**src/rtl/cmp_pkg.sv**
```systemverilog
// Shared types and constants for the sequential magnitude comparator.
package cmp_pkg;

    typedef enum logic {
        IDLE    = 1'b0,
        COMPARE = 1'b1
    } state_e;

    // Result encoding as {gt, eq, lt}
    localparam logic [2:0] RES_GT = 3'b100;
    localparam logic [2:0] RES_EQ = 3'b010;
    localparam logic [2:0] RES_LT = 3'b001;

    function automatic int cnt_width(input int width, input int digit);
        return $clog2(width / digit + 1);
    endfunction

endpackage

```
**src/rtl/digit_cmp.sv**
```systemverilog
// Combinational unsigned compare of one DIGIT-bit slice; eq is implied by neither flag.
module digit_cmp #(
    parameter int DIGIT = 2
) (
    input  logic [DIGIT-1:0] a,
    input  logic [DIGIT-1:0] b,
    output logic             gt,
    output logic             lt
);

    assign gt = (a > b);
    assign lt = (a < b);

endmodule

```
**src/rtl/comparator_seq.sv**
```systemverilog
// Multi-cycle MSB-first magnitude comparator, DIGIT bits per clock, start/busy/done handshake.
module comparator_seq
    import cmp_pkg::*;
#(
    parameter int WIDTH      = 8,
    parameter int DIGIT      = 2,
    parameter int EARLY_EXIT = 1
) (
    input  logic                                 clk,
    input  logic                                 rst_n,
    input  logic                                 start,
    input  logic                                 signed_mode,
    input  logic [WIDTH-1:0]                     a,
    input  logic [WIDTH-1:0]                     b,
    output logic                                 busy,
    output logic                                 done,
    output logic                                 a_gt_b,
    output logic                                 a_eq_b,
    output logic                                 a_lt_b,
    output logic [cnt_width(WIDTH, DIGIT)-1:0]   cycles
);

    localparam int NDIG = WIDTH / DIGIT;
    localparam int CW   = cnt_width(WIDTH, DIGIT);
    localparam logic [CW-1:0] LAST = CW'(NDIG);

    state_e            state_q, state_d;
    logic [WIDTH-1:0]  a_sh_q, a_sh_d, b_sh_q, b_sh_d;
    logic [CW-1:0]     cnt_q, cnt_d, cycles_q, cycles_d;
    logic              diff_q, diff_d, dgt_q, dgt_d;
    logic              done_q, done_d;
    logic              gt_q, gt_d, eq_q, eq_d, lt_q, lt_d;
    logic              dig_gt, dig_lt, dig_diff;

    digit_cmp #(.DIGIT(DIGIT)) u_digit_cmp (
        .a  (a_sh_q[WIDTH-1 -: DIGIT]),
        .b  (b_sh_q[WIDTH-1 -: DIGIT]),
        .gt (dig_gt),
        .lt (dig_lt)
    );

    assign dig_diff = dig_gt | dig_lt;

    always_ff @(posedge clk or negedge rst_n) begin
        if (!rst_n) begin
            state_q  <= IDLE;
            a_sh_q   <= '0;
            b_sh_q   <= '0;
            cnt_q    <= '0;
            cycles_q <= '0;
            diff_q   <= 1'b0;
            dgt_q    <= 1'b0;
            done_q   <= 1'b0;
            gt_q     <= 1'b0;
            eq_q     <= 1'b0;
            lt_q     <= 1'b0;
        end else begin
            state_q  <= state_d;
            a_sh_q   <= a_sh_d;
            b_sh_q   <= b_sh_d;
            cnt_q    <= cnt_d;
            cycles_q <= cycles_d;
            diff_q   <= diff_d;
            dgt_q    <= dgt_d;
            done_q   <= done_d;
            gt_q     <= gt_d;
            eq_q     <= eq_d;
            lt_q     <= lt_d;
        end
    end

    always_comb begin
        state_d  = state_q;
        a_sh_d   = a_sh_q;
        b_sh_d   = b_sh_q;
        cnt_d    = cnt_q;
        cycles_d = cycles_q;
        diff_d   = diff_q;
        dgt_d    = dgt_q;
        done_d   = 1'b0;
        gt_d     = gt_q;
        eq_d     = eq_q;
        lt_d     = lt_q;
        case (state_q)
            IDLE: begin
                if (start) begin
                    // Flipping both MSBs maps two's-complement order onto unsigned order
                    a_sh_d = a;
                    b_sh_d = b;
                    if (signed_mode) begin
                        a_sh_d[WIDTH-1] = ~a[WIDTH-1];
                        b_sh_d[WIDTH-1] = ~b[WIDTH-1];
                    end
                    cnt_d   = CW'(1);
                    diff_d  = 1'b0;
                    dgt_d   = 1'b0;
                    state_d = COMPARE;
                end
            end
            COMPARE: begin
                a_sh_d = a_sh_q << DIGIT;
                b_sh_d = b_sh_q << DIGIT;
                cnt_d  = cnt_q + 1'b1;
                if (!diff_q && dig_diff) begin
                    diff_d = 1'b1;
                    dgt_d  = dig_gt;
                end
                if ((EARLY_EXIT != 0) && dig_diff) begin
                    gt_d     = dig_gt;
                    lt_d     = dig_lt;
                    eq_d     = 1'b0;
                    cycles_d = cnt_q;
                    done_d   = 1'b1;
                    state_d  = IDLE;
                end else if (cnt_q == LAST) begin
                    // The first recorded difference wins over later digits
                    if (diff_q) begin
                        gt_d = dgt_q;
                        lt_d = ~dgt_q;
                        eq_d = 1'b0;
                    end else begin
                        gt_d = dig_gt;
                        lt_d = dig_lt;
                        eq_d = ~dig_diff;
                    end
                    cycles_d = cnt_q;
                    done_d   = 1'b1;
                    state_d  = IDLE;
                end
            end
            default: state_d = IDLE;
        endcase
    end

    always_comb begin
        busy   = (state_q == COMPARE);
        done   = done_q;
        a_gt_b = gt_q;
        a_eq_b = eq_q;
        a_lt_b = lt_q;
        cycles = cycles_q;
    end

endmodule

```
**config.mk**
```make
export PLATFORM = sky130hd
export DESIGN_NAME = comparator_seq
export DESIGN_NICKNAME = d
export VERILOG_FILES = /design/src/rtl/cmp_pkg.sv /design/src/rtl/digit_cmp.sv /design/src/rtl/comparator_seq.sv
export SDC_FILE = /design/constraint.sdc
export NUM_CORES = 1
export LEC_CHECK = 0
export CORE_MARGIN = 4
export CORE_UTILIZATION = 35
export CTS_CLUSTER_SIZE = 28
export DETAILED_ROUTE_END_ITERATION = 10
export GPL_ROUTABILITY_DRIVEN = 0
export HOLD_SLACK_MARGIN = 0.05
export SKIP_CTS_REPAIR_TIMING = 1
export SLEW_MARGIN = 20
export SYNTH_ARGS = -nofsm -noshare
export SYNTH_HDL_FRONTEND = slang
export SYNTH_SLANG_ARGS = --single-unit
```
**constraint.sdc**
```tcl
create_clock -name clk -period 3.5 [get_ports clk]
set_input_delay 0.525 -clock clk [delete_from_list [all_inputs] [get_ports clk]]
set_output_delay 0.525 -clock clk [all_outputs]
set_load 0.02 [all_outputs]
```
==> flow_metrics.env <==
export IMPL_rows=22
export IMPL_dr_pass1_iters=3
export IMPL_fin_crit_sh_pct=60.14
export IMPL_drc=0
export IMPL_p_sw_share_pct=36.72
export IMPL_routed_wl_mm=2.568
export IMPL_nets=180
export IMPL_grtUsageTotal_pct=11.51
export IMPL_pwr_share_clk_pct=18.4
export IMPL_synth_warnings=0
export IMPL_status="finished, final reports clean"
export IMPL_hold_path_class="register to register"
export IMPL_power_leakage_uw=0.0008106
export IMPL_htree_levels=2
export IMPL_cts_clk_slew_worst_paths_ns=0.06
export IMPL_p_int_uw=939.4
export IMPL_nFillCells=336
export IMPL_holdWs_ns=0.4759
export IMPL_via_per_inst=4.809
export IMPL_place_hpwl_mm=1.843
export IMPL_finalNonFillerCells=204
export IMPL_drt_iter0_drc=64
export IMPL_finalHoldViolCount=0
export IMPL_core_um2=3716
export IMPL_dpl_cell_area_um2=1692
export IMPL_multi_input_area_um2=586.8
export IMPL_die_height_um=70.62
export IMPL_ys_seq_area_share_pct=52.87
export IMPL_irDropWorstVdd_mv=0.2936
export IMPL_syn_area_um2=1373
export IMPL_avgSynthCellArea_um2=10.89
export IMPL_ant_nets=0
export IMPL_grt_pass1_wl_mm=4.457
export IMPL_finClkSkew_ns=0.003851
export IMPL_seqPwrFrac_pct=38.6
export IMPL_fp_dieW_um=70.62
export IMPL_num_io_pins=28
export IMPL_drv_slew=0
export IMPL_cap_violations=0
export IMPL_start_util_pct=36.94
export IMPL_r2r_slack_ns=1.71
export IMPL_setup_viol=0
export IMPL_die_area_um2=4987
export IMPL_p_comb_share_pct=43.0
export IMPL_tns_ns=0
export IMPL_clock_path_buffers=2
export IMPL_regArea_um2=725.7
export IMPL_areaGrowthSynthToFinish_pct=29.17
export IMPL_synth_seq_cells=29
export IMPL_rsz0062_at_grt="false"
export IMPL_port_buffers=27
export IMPL_grt_max_degree=39
export IMPL_drive_gt1_share_pct=10.26
export IMPL_path_class="register to output pin"
export IMPL_worst_ep_arrival_time_ns=1.58
export IMPL_yosys_cell_types_count=26
export IMPL_synth_nets=150
export IMPL_placedCellCount=197
export IMPL_p_per_area_nw_per_um2=837.3
export IMPL_syn_inst=126
export IMPL_switchingPower_uw=545.2
export IMPL_clk_latency_ns=0.28
export IMPL_wl_per_cell_um=12.59
export IMPL_clock_sinks=29
export IMPL_cts_root_buf="clkbuf_8"
export IMPL_path_max_fanout=38
export IMPL_cts_tree="done"
export IMPL_antenna_cells=0
export IMPL_finalInstanceArea_um2=1773
export IMPL_tritoncts_num_buffers=5
export IMPL_cp_required_ns=2.97
export IMPL_vias=981
export IMPL_grt_overflow_total=0
export IMPL_antenna_found_initial=0
export IMPL_end_kind="output pin"
export IMPL_grt_pass1_vias=1021
export IMPL_startpoint_type="register"
export IMPL_worst_slew_pin_slew_ns=0.5505
export IMPL_period_minus_slack_ns=2.105
export IMPL_max_slew_margin_pct=63.30
export IMPL_max_freq_mhz=475.1
[path summary, 6_finish.rpt]
| kind | depth (start not counted) | startpoint | to |
|---|---|---|---|
| hold reg to reg | 2 | b_sh_q[3]$_DFFE_PN0P_ | b_sh_q[5]$_DFFE_PN0P_ |
| setup reg to reg | 5 | a_sh_q[6]$_DFFE_PN0P_ | a_lt_b$_DFFE_PN0P_ |
| setup / recovery | 2 | busy$_DFF_PN0_ | busy |
| max in group asynchronous | 2 | rst_n | b_sh_q[3]$_DFFE_PN0P_ |
| hold / removal | 2 | b_sh_q[3]$_DFFE_PN0P_ | b_sh_q[5]$_DFFE_PN0P_ |
| min in group asynchronous | 2 | rst_n | cycles[2]$_DFFE_PN0P_ |
[through the flow]
stage | total power, uW | utilization, % | setup slack (ns)
5_1_grt | 1604 | 47.71 | 1.278
2_1_floorplan | 1017 | - | 1.869
6_report | 1485 | 47.71 | 1.395
3_5_place_dp | 1229 | 45.52 | 1.235
3_3_place_gp | 1199 | 45.52 | 1.256
4_1_cts | 1508 | 47.85 | 1.367
[routing by layer]
| metal | up-vias | track usage [%] | share of wire [%] |
|---|---|---|---|
| met5 | - | 0 | 0 |
| li1 | 492 | - | - |
| met4 | 0 | 6.263 | 3.4 |
| met3 | 10 | 5.682 | 4.6 |
| met2 | 20 | 17.67 | 49 |
| met1 | 459 | 13.15 | 43 |
[synth_stat cells]
cell | count | area share [%]
mux2i_1 | 17 | 12
ha_1 | 4 | 3.6
nor3_1 | 2 | 0.73
o31ai_4 | 1 | 1.5
clkbuf_1 | 3 | 0.82
xnor2_1 | 1 | 0.64
nor2_1 | 5 | 1.4
o21ai_0 | 14 | 5.1
inv_1 | 9 | 2.5
a31oi_1 | 1 | 0.46
mux2_2 | 4 | 3.3
o31ai_1 | 1 | 0.55
a21o_1 | 1 | 0.55
xor2_1 | 2 | 1.3
a21oi_1 | 2 | 0.73
nand2_1 | 16 | 4.4
and2b_4 | 1 | 0.73
o22ai_1 | 2 | 0.91
buf_2 | 3 | 1.1
o32ai_1 | 3 | 1.9
nor2b_1 | 1 | 0.46
dfrtp_1 | 29 | 53
a21boi_0 | 1 | 0.55
nor4_1 | 1 | 0.46
and2_4 | 1 | 0.64
and2_1 | 1 | 0.46
[state kept, by name (all words and copies together), names as in the netlist]
register	flops
a_lt_b	1
diff_q	1
a_sh_q	8
busy	1
a_gt_b	1
cycles	3
a_eq_b	1
cnt_q	3
dgt_q	1
done	1
b_sh_q	8
[kinds of logic (layout without fill, tap and decap cells)]
| kind of cell | Yosys count | in the layout | share of synthesized area, % |
|---|---|---|---|
| simple gates | 28 | 28 | 9.208 |
| compound gates | 26 | 26 | 12.31 |
| mux | 21 | 21 | 15.68 |
| fa+ha+maj | 4 | 4 | 3.646 |
| flops | 29 | 29 | 52.87 |
| xor+xnor | 3 | 3 | 1.915 |
| buf+inv | 15 | 45 | 4.375 |
[layout by cell type (no fill, tap or decap)]
cell and instances:
dfrtp_1 29, clkdlybuf4s50_1 26, mux2i_1 17, nand2_1 16, o21ai_0 14, inv_1 9, clkbuf_8 6, nor2_1 5
mux2_2 4, ha_1 4, o32ai_1 3, nor3_1 2, a21oi_1 2, xor2_1 2, o22ai_1 2, buf_4 2
and2_4 1, and2b_4 1, o31ai_4 1, nor4_1 1, a21o_1 1, o31ai_1 1, xnor2_1 1, nor2b_1 1
and2_1 1, a21boi_0 1, a31oi_1 1, clkbuf_1 1, buf_2 1
[worst max-delay path, stage by stage, from the launching register on]
cell and delay (ns):
dfrtp_1 0.32, buf_4 0.31, clkdlybuf4s50_1 0.67
[cell type report]
class	instances	share of cell area (%)
flip-flops and latches	29	40.93
inverters	9	1.905
clock buffers	7	4.869
repair buffers	29	15.81
well taps	48	3.387
multi-input cells	82	33.10
[power groups by stage]
stage / Sequential, uW / Combinational [uW] / Clock [uW]
final: 573 / 638 / 273
after global routing: 592 / 719 / 293
after CTS: 575 / 651 / 283
after detailed placement: 580 / 649 / 0
after global placement: 573 / 626 / 0
after floorplan: 608 / 409 / 0
No activity file was read; power rests on OpenSTA's default activity.
